[src/rtl/busca_instrucao_if.sv]
// Fetch-stage bus bundle: instruction-memory req/ack channel plus the
// valid/ready channel towards the decoder. master = fetch unit side.
interface busca_instrucao_if #(
  parameter int ADDR_BITS = 32
);
  logic                 mem_req;
  logic [ADDR_BITS-1:0] mem_addr;
  logic                 mem_ack;
  logic [31:0]          mem_rdata;
  logic                 instr_valid;
  logic                 instr_ready;
  logic [31:0]          instrucao;
  logic [ADDR_BITS-1:0] pc_instr;

  modport master (
    output mem_req, mem_addr, instr_valid, instrucao, pc_instr,
    input  mem_ack, mem_rdata, instr_ready
  );

  modport slave (
    input  mem_req, mem_addr, instr_valid, instrucao, pc_instr,
    output mem_ack, mem_rdata, instr_ready
  );
endinterface

[src/rtl/busca_instrucao.sv]
// Instruction fetch stage: PC, single-outstanding memory reads, fetch FIFO, redirect.
// Optional stall-cycle counter output ciclos_espera enabled by BUSCA_CONTADORES_EN.
module busca_instrucao #(
  parameter int                   ADDR_BITS  = 32,
  parameter int                   FIFO_DEPTH = 4,
  parameter logic [ADDR_BITS-1:0] RESET_PC   = '0
) (
  input  logic                 clk,
  input  logic                 rst_n,
  input  logic                 desvio_en,
  input  logic [ADDR_BITS-1:0] desvio_pc,
  busca_instrucao_if.master    bus
`ifdef BUSCA_CONTADORES_EN
  , output logic [15:0]        ciclos_espera
`endif
);

  localparam int PTR_W = $clog2(FIFO_DEPTH);
  localparam int CNT_W = PTR_W + 1;

  typedef enum logic [1:0] {OCIOSO, BUSCA, ESPERA, DESCARTE} estado_t;

  estado_t              estado_q, estado_d;
  logic                 mem_req_q, mem_req_d;
  logic [ADDR_BITS-1:0] mem_addr_q, mem_addr_d;
  logic [ADDR_BITS-1:0] alvo_q, alvo_d;
  logic [PTR_W-1:0]     head_q, head_d, tail_q, tail_d;
  logic [CNT_W-1:0]     count_q, count_d;
  logic [ADDR_BITS-1:0] fifo_pc_q [FIFO_DEPTH];
  logic [ADDR_BITS-1:0] fifo_pc_d [FIFO_DEPTH];
  logic [31:0]          fifo_word_q [FIFO_DEPTH];
  logic [31:0]          fifo_word_d [FIFO_DEPTH];

  logic                 ack, pop, push;
  logic [ADDR_BITS-1:0] alvo_novo;

`ifdef BUSCA_CONTADORES_EN
  logic [15:0] espera_q, espera_d;
`endif

  always_comb begin
    estado_d    = estado_q;
    mem_req_d   = mem_req_q;
    mem_addr_d  = mem_addr_q;
    alvo_d      = alvo_q;
    head_d      = head_q;
    tail_d      = tail_q;
    count_d     = count_q;
    fifo_pc_d   = fifo_pc_q;
    fifo_word_d = fifo_word_q;

    ack       = mem_req_q && bus.mem_ack;
    pop       = (count_q != '0) && bus.instr_ready;
    push      = ack && (estado_q == BUSCA);
    alvo_novo = desvio_pc & ~ADDR_BITS'(3);

    if (desvio_en) begin
      head_d  = '0;
      tail_d  = '0;
      count_d = '0;
      // An unanswered request must still be drained; its data is dropped later.
      if ((estado_q == BUSCA || estado_q == DESCARTE) && !ack) begin
        estado_d = DESCARTE;
        alvo_d   = alvo_novo;
      end else begin
        estado_d   = BUSCA;
        mem_req_d  = 1'b1;
        mem_addr_d = alvo_novo;
      end
    end else begin
      if (push) begin
        fifo_pc_d[tail_q]   = mem_addr_q;
        fifo_word_d[tail_q] = bus.mem_rdata;
        tail_d              = tail_q + PTR_W'(1);
      end
      if (pop) begin
        head_d = head_q + PTR_W'(1);
      end
      count_d = count_q + CNT_W'(push) - CNT_W'(pop);

      case (estado_q)
        OCIOSO: begin
          estado_d  = BUSCA;
          mem_req_d = 1'b1;
        end
        BUSCA: begin
          if (ack) begin
            mem_addr_d = mem_addr_q + ADDR_BITS'(4);
            if (count_d == CNT_W'(FIFO_DEPTH)) begin
              estado_d  = ESPERA;
              mem_req_d = 1'b0;
            end
          end
        end
        ESPERA: begin
          if (pop) begin
            estado_d  = BUSCA;
            mem_req_d = 1'b1;
          end
        end
        DESCARTE: begin
          if (ack) begin
            estado_d   = BUSCA;
            mem_req_d  = 1'b1;
            mem_addr_d = alvo_q;
          end
        end
        default: estado_d = OCIOSO;
      endcase
    end
  end

`ifdef BUSCA_CONTADORES_EN
  always_comb begin
    espera_d = espera_q;
    if (mem_req_q && !bus.mem_ack && espera_q != 16'hFFFF) begin
      espera_d = espera_q + 16'd1;
    end
  end
`endif

  always_ff @(posedge clk or negedge rst_n) begin
    if (!rst_n) begin
      estado_q   <= OCIOSO;
      mem_req_q  <= 1'b0;
      mem_addr_q <= RESET_PC;
      alvo_q     <= '0;
      head_q     <= '0;
      tail_q     <= '0;
      count_q    <= '0;
      for (int i = 0; i < FIFO_DEPTH; i++) begin
        fifo_pc_q[i]   <= '0;
        fifo_word_q[i] <= '0;
      end
`ifdef BUSCA_CONTADORES_EN
      espera_q   <= '0;
`endif
    end else begin
      estado_q    <= estado_d;
      mem_req_q   <= mem_req_d;
      mem_addr_q  <= mem_addr_d;
      alvo_q      <= alvo_d;
      head_q      <= head_d;
      tail_q      <= tail_d;
      count_q     <= count_d;
      fifo_pc_q   <= fifo_pc_d;
      fifo_word_q <= fifo_word_d;
`ifdef BUSCA_CONTADORES_EN
      espera_q    <= espera_d;
`endif
    end
  end

  assign bus.mem_req     = mem_req_q;
  assign bus.mem_addr    = mem_addr_q;
  assign bus.instr_valid = (count_q != '0);
  assign bus.instrucao   = fifo_word_q[head_q];
  assign bus.pc_instr    = fifo_pc_q[head_q];

`ifdef BUSCA_CONTADORES_EN
  assign ciclos_espera = espera_q;
`endif

endmodule

[src/flat_wrapper.sv]
// flat-port wrapper written by rule: the top's interface ports become plain ports
module busca_instrucao_flat 
#(
  parameter int                   ADDR_BITS  = 32,
  parameter int                   FIFO_DEPTH = 4,
  parameter logic [ADDR_BITS-1:0] RESET_PC   = '0
)
  (clk, rst_n, desvio_en, desvio_pc, bus_mem_req, bus_mem_addr, bus_instr_valid, bus_instrucao, bus_pc_instr, bus_mem_ack, bus_mem_rdata, bus_instr_ready);
  busca_instrucao_if #(.ADDR_BITS(ADDR_BITS)) bus_i ();
  input  logic clk;
  input  logic rst_n;
  input  logic desvio_en;
  input  logic [ADDR_BITS-1:0] desvio_pc;
  output wire logic [$bits(bus_i.mem_req)-1:0] bus_mem_req;
  output wire logic [$bits(bus_i.mem_addr)-1:0] bus_mem_addr;
  output wire logic [$bits(bus_i.instr_valid)-1:0] bus_instr_valid;
  output wire logic [$bits(bus_i.instrucao)-1:0] bus_instrucao;
  output wire logic [$bits(bus_i.pc_instr)-1:0] bus_pc_instr;
  input wire logic [$bits(bus_i.mem_ack)-1:0] bus_mem_ack;
  input wire logic [$bits(bus_i.mem_rdata)-1:0] bus_mem_rdata;
  input wire logic [$bits(bus_i.instr_ready)-1:0] bus_instr_ready;
  assign bus_mem_req = bus_i.mem_req;
  assign bus_mem_addr = bus_i.mem_addr;
  assign bus_instr_valid = bus_i.instr_valid;
  assign bus_instrucao = bus_i.instrucao;
  assign bus_pc_instr = bus_i.pc_instr;
  assign bus_i.mem_ack = bus_mem_ack;
  assign bus_i.mem_rdata = bus_mem_rdata;
  assign bus_i.instr_ready = bus_instr_ready;
  busca_instrucao #(.ADDR_BITS(ADDR_BITS), .FIFO_DEPTH(FIFO_DEPTH), .RESET_PC(RESET_PC)) u_core (.clk(clk), .rst_n(rst_n), .desvio_en(desvio_en), .desvio_pc(desvio_pc), .bus(bus_i));
endmodule
[config.mk]
export PLATFORM = sky130hd
export DESIGN_NAME = busca_instrucao_flat
export DESIGN_NICKNAME = d
export VERILOG_FILES = /design/src/rtl/busca_instrucao_if.sv /design/src/rtl/busca_instrucao.sv /design/src/flat_wrapper.sv
export SDC_FILE = /design/constraint.sdc
export NUM_CORES = 1
export LEC_CHECK = 0
export BUFFER_PORTS_ARGS = -buffer_cell sky130_fd_sc_hd__buf_4
export CORE_ASPECT_RATIO = 1.2
export CORE_MARGIN = 2
export CORE_UTILIZATION = 40
export CTS_BUF_LIST = sky130_fd_sc_hd__clkbuf_2 sky130_fd_sc_hd__clkbuf_4 sky130_fd_sc_hd__clkbuf_8
export CTS_CLUSTER_DIAMETER = 100
export CTS_CLUSTER_SIZE = 25
export DETAILED_ROUTE_END_ITERATION = 10
export PLACE_DENSITY = 0.6
export SLEW_MARGIN = 20
export SYNTH_ARGS = -nofsm -noshare
export SYNTH_HDL_FRONTEND = slang
export SYNTH_SLANG_ARGS = --single-unit
[constraint.sdc]
create_clock -name clk -period 3.07 [get_ports clk]
set_input_delay 0.1535 -clock clk [delete_from_list [all_inputs] [get_ports clk]]
set_output_delay 0.1535 -clock clk [all_outputs]
set_load 0.02 [all_outputs]
-- Yosys cells after proc, flatten, opt, wreduce, memory -nomap -nowiden
Index checks and enable logic that the tools add are counted.
- word-level logic and storage cells: 86
- output and inout port bits: 98
- bits in registers: 328
- input bits: 69
- reductions and logical operators: 17
- muxes and demuxes: 34
- eq/ne operators: 9
- magnitude comparators: 3
- $add $sub $neg: 5
- bitwise operators: 3
- operators by type and width (kind ; count):
    two-way mux 32 bit ; 9
    bitwise mux 128 bit ; 2
    binary-select mux 32 bit (select 2 bit) ; 2
    demux 32 bit (select 2 bit) ; 1
    one-hot mux 32 bit (2 select lines) ; 1
    adder 32 x 3 -> 32 bit (second input constant) ; 1
    two-way mux 2 bit ; 10
    != test 3 x 2 -> 1 bit (second input constant) ; 3
    one-hot mux 2 bit (4 select lines) ; 1
    AND reduction 4 bit ; 2
    greater-or-equal comparator 3 bit (second input constant) ; 2
    two-way mux 1 bit ; 6
    NOT 2 -> 3 bit ; 2
    nonzero test 3 bit ; 2
    logical AND 1 bit ; 5
    AND reduction 5 bit ; 1
    adder 2 x 1 -> 2 bit (second input constant) ; 2
    == test 2 bit (second input constant) ; 2
    one-hot mux 1 bit (4 select lines) ; 1
    AND reduction 2 bit ; 2
    nonzero test 2 bit ; 2
    adder 3 x 1 -> 3 bit ; 1
    == test 3 bit (second input constant) ; 1
    < comparator 3 x 1 -> 1 bit (second input constant) ; 1
    other kinds (9) ; 9

-- Depth between registers and ports, before layout
- word-level depth: 9
- mapped depth: 11
- gate-level depth less buffers: 11

-- Worst setup path after synthesis
Ideal clock, no wire load.
- path type: register to register
- from: reg u_core.count_q[1]
- to: reg u_core.estado_q[1]
- cell stages (with the launch flop): 12
- path buffers: 0
- path slack: 0.743 ns
- data required time: 2.936 ns
- arrival time: 2.193 ns
- period minus slack after synthesis: 2.327 ns
- cell sequence: dfrtp_1 > or3_1 > nand2_1 > mux2i_1 > ha_1 > inv_1 > fa_1 > xor2_1 > xnor2_1 > nand4bb_1 > a21o_1 > o21ai_0
- word-level cells in the longest chain between the ends: 6
- RTL lines (element ; RTL line ; RTL):
    from (decl) ; busca_instrucao.sv:28 ; logic [CNT_W-1:0] count_q, count_d;
    from (signal assigned) ; busca_instrucao.sv:145 ; count_q <= count_d;
    nonzero test 3 bit (*) ; n/a ;
    net bus_instr_valid ; flat_wrapper.sv:16 ; output wire logic [$bits(bus_i.instr_valid)-1:0] bus_instr_valid;
    logical AND 1 bit (*) ; busca_instrucao.sv:53 ; pop = (count_q != '0) && bus.instr_ready;
    subtractor 3 x 1 -> 3 bit ; busca_instrucao.sv:79 ; count_d = count_q + CNT_W'(push) - CNT_W'(pop);
    == test 3 bit ; busca_instrucao.sv:89 ; if (count_d == CNT_W'(FIFO_DEPTH)) begin
    != test 3 bit (no line) ; n/a ;
    AND reduction 4 bit (no line) (*) ; n/a ;
    to (signal assigned) ; busca_instrucao.sv:139 ; estado_q <= estado_d;
    to (decl) ; busca_instrucao.sv:23 ; estado_t estado_q, estado_d;
Mark *: on every way through the listed nets, which the timed path passes. The rest lies on a longest branch.
A chain may end at the register's enable or synchronous reset.

-- Worst setup path in the final report
- from: reg u_core.head_q[0]
- to: out bus_pc_instr[3]
- word-level cells in the longest chain between the ends: 4
- RTL lines (element ; RTL line ; RTL):
    from (decl) ; busca_instrucao.sv:27 ; logic [PTR_W-1:0] head_q, head_d, tail_q, tail_d;
    from (signal assigned) ; busca_instrucao.sv:128 ; head_q <= '0;
    from (signal assigned) ; busca_instrucao.sv:143 ; head_q <= head_d;
    NOT 2 -> 3 bit (implied by the code) ; busca_instrucao.sv:158 ; assign bus.pc_instr = fifo_pc_q[head_q];
    binary-select mux 32 bit (select 2 bit) ; busca_instrucao.sv:158 ;
    two-way mux 32 bit (implied by the code) (2 in a row) ; busca_instrucao.sv:158 ;
    to (decl) ; flat_wrapper.sv:18 ; output wire logic [$bits(bus_i.pc_instr)-1:0] bus_pc_instr;
Every way passes these cells. The select of a mux whose other input is x is not followed.

==> results.md <==
- Max-slew violations: 0
- NetSw: 5.02 mW
- Post-layout util: 47.7%
- Post-synthesis cell type count: 67
- Worst-path fanout max: 20
- FF-to-FF Start: u_core.estado_q[0]
- First-pass GRT wire length: 54800 um
- Synth Area in Adders: 0.645%
- Clk slew on worst S/H paths: 0.17 ns
- Cell-by-cell trace of the critical path: buf_4 -> mux4_2 -> buf_4
- Die Y: 214 um
- CTS-repair resized insts: 0
- Finish-stage setup viols: 0
- Mux contribution to synthesized area: 30.9%
- WHS Path Cells: 3
- Root buffer cell: clkbuf_8
- Relative slew slack: 41.5%
- Leakage: 8.11 nW
- Startpoint type of the worst setup path: register
- Slew @ Worst Pin: 0.877 ns
- DR vias: 9378
- Int Power: 8.72 mW
- Simple-gate share of the synthesized area: 5.53%
- Post-synth top area cell: dfrtp_1
- Initial antenna violation count: 1
- DP Wirelength: 21900 um
- Cts bufs inserted: 17
- Syn_area_per_cell: 14.0 um2
- TNS Setup: 0 ns
- Initial DRC count: 429
- Vias per inst: 5.46
- Initial Utilization: 40.3%
- Post-Synth XOR/XNOR Area: 0.891%
- Post-synth EDFFs: 0
- Worst path required time: 2.92 ns
- I/O pin count: 167
- CTS Sinks: 318
- Max Fclk: 393 MHz
- Status: finished, final reports clean
- Min-delay worst type: primary input to register
- CTS max path bufs: 3
- Layout cells sized above 1: 40.9%
- Buf+Inv Stages, Crit Path: 2
- Max_cap viols: 0
- Final #Nets: 1314
- Flop2flop setup slack: 0.55 ns
- Worst EP arrival: 2.39 ns
- Routed Antenna Nets: 0
- Commonest cells in the synthesized netlist: dfrtp_1, mux2_2, mux2_1
- CP delay by family, top: flip-flops
- YS warnings: 0
- TritonRoute pass-1 iters: 6
- Clock power frac: 13.8%
- WP depth: 3
- Post-route cell area: 0.0174 mm2
- Synth-to-Final Area Change: 18.3%
- Routability congestion estimate: 0.797
- CORE AREA: 0.0366 mm2
- Post-Route WL: 33800 um
- Mapped cell area: 0.0148 mm2
- Total global-route track usage: 18.1%
- WL/cell: 19.7 um
- H-Tree Depth: 1
- Peak supply drop: 0.000360 V
- Clk_lat worst skew: 0.60 ns
- CTS tree: yes
- Synth top area share: 53.9%
- Sequential power share: 47.3%
- Total gr overflow: 0
- Sw frac: 36.5%
- Number of global-route vias before repair: 9873
- Largest family of logic cells by synthesized area: multiplexers
- Largest net degree at the start of global routing: 76
- Sequential area share after synthesis: 53.9%
- DIE AREA: 0.0384 mm2
- DRC Markers: 0
- Setup CP Type: register to primary output
- FF-to-FF path depth: 7
- Placed cell area: 0.0165 mm2
- Slowest CP cell: dfrtp_4
- Final hold vios: 0
- Cell Pwr Density: 787 mW/mm2
- Place WS: 0.549 ns
- Combinational share of power: 38.8%
- Synth top area cells: dfrtp_1, mux2_2, mux4_2
- Post-synth ARST share: 100%
- PortBufs: 160
- Critical path origin: u_core.head_q[0]
- Cell count after synthesis: 1053
- RSZ-0062 raised after global routing: false
- Tcrit/Tclk final: 83.0%
- Final setup margin: 0.522 ns
- Slowest cell delay on critical path: 0.75 ns
- Setup Skew: 0.0481 ns
- Setup crit end kind: primary output
- Row cnt: 77
- Die width: 179 um
- Yosys reg bits: 318
- Count leader, synth: dfrtp_1
- Synth Area in Compound Gates: 4.92%
- Critical path's most frequent cell: buf_4
- Min Clock Period, post-route: 2.55 ns
- Top_reg_cell synth: dfrtp_1
- Worst hold start: bus_mem_ack
==> final timing paths <==
| check | end |
|---|---|
| max in group asynchronous | u_core.fifo_word_q[126] |
| min | u_core.estado_q[1] |
| max | bus_pc_instr[3] |
| min in group asynchronous | u_core.fifo_pc_q[93] |
| max reg2reg | u_core.fifo_pc_q[103] |
| min reg2reg | u_core.bus.mem_addr[18] |
==> state kept, by name (all words and copies together), names as in the netlist <==
signal,count
u_core.estado_q,2
u_core.tail_q,2
u_core.count_q,3
u_core.fifo_pc_q,120
u_core.head_q,2
u_core.bus.mem_addr,30
u_core.bus.mem_req,1
u_core.alvo_q,30
u_core.fifo_word_q,128
==> metal layers <==
layer	wire, um	vias to the layer above	global-route usage, %
met2	17000	209	30.9
li1	-	4239	-
met1	15000	4901	24.7
met5	0	-	0
met3	1300	29	1.97
met4	516	0	3.98
==> cell usage in the layout, fill, tap and decap left out, types with 8 or more instances in the layout <==
cell type,Yosys,final
dfrtp_1,318,316
mux2_2,213,213
buf_4,8,176
mux2_1,64,64
dlygate4sd3_1,0,64
mux4_2,62,62
a21oi_1,40,40
nand2_1,37,37
nor2_1,29,29
o21ai_0,29,29
nand3_1,18,18
clkbuf_8,0,17
and3_1,15,15
inv_1,11,11
buf_12,0,11
nor3_1,9,9
xor2_1,8,8
==> per-stage QoR <==
| stage | std cells | hold slack [ns] | total power [mW] |
|---|---|---|---|
| floorplan | 1056 | -0.142 | 9.73 |
| global placement | 1629 | 0.179 | 11.8 |
| detailed placement | 1629 | 0.183 | 12.0 |
| CTS | 1716 | 0.0290 | 14.0 |
| global route | 1717 | 0.0619 | 14.6 |
| finish | 1717 | 0.0739 | 13.7 |
==> timing repair <==
item	CTS	global route
hold buffers	64	0
hold endpoints to repair	259	0
setup buffers	0	0
==> power by group through the flow <==
stage | Clock, mW | Combinational [mW] | Sequential, mW
6_report | 1.90 | 5.33 | 6.50
5_1_grt | 2.14 | 5.74 | 6.71
4_1_cts | 2.01 | 5.44 | 6.51
3_5_place_dp | 0 | 5.37 | 6.61
3_3_place_gp | 0 | 5.29 | 6.56
2_1_floorplan | 0 | 3.67 | 6.07
==> area by class of cell <==
class / count / area [um2]
diodes: 1 / 2.50
clock buffers: 18 / 241
clock inverters: 5 / 45.0
fillers: 3283 / 19200
inverters: 11 / 41.3
multi-input cells: 638 / 6360
flip-flops and latches: 318 / 7970
well taps: 474 / 593
repair buffers: 252 / 2200
==> cells by family (layout without fill, tap and decap cells) <==
family          count (synthesis)  count (layout)
mux                           343             343
flops                         318             318
simple gates                  150             150
compound gates                119             119
buf+inv                       100             286
xor+xnor                       15              15
fa+ha+maj                       7               7
other cells                     1               5
==> worst min-delay path, delay by kind of cell <==
kind | cells | cell delay [ns]
buffers and inverters | 1 | 0.09
AOI/OAI and AO/OA | 2 | 0.41
Note: power is estimated with default switching activity, not from simulation.
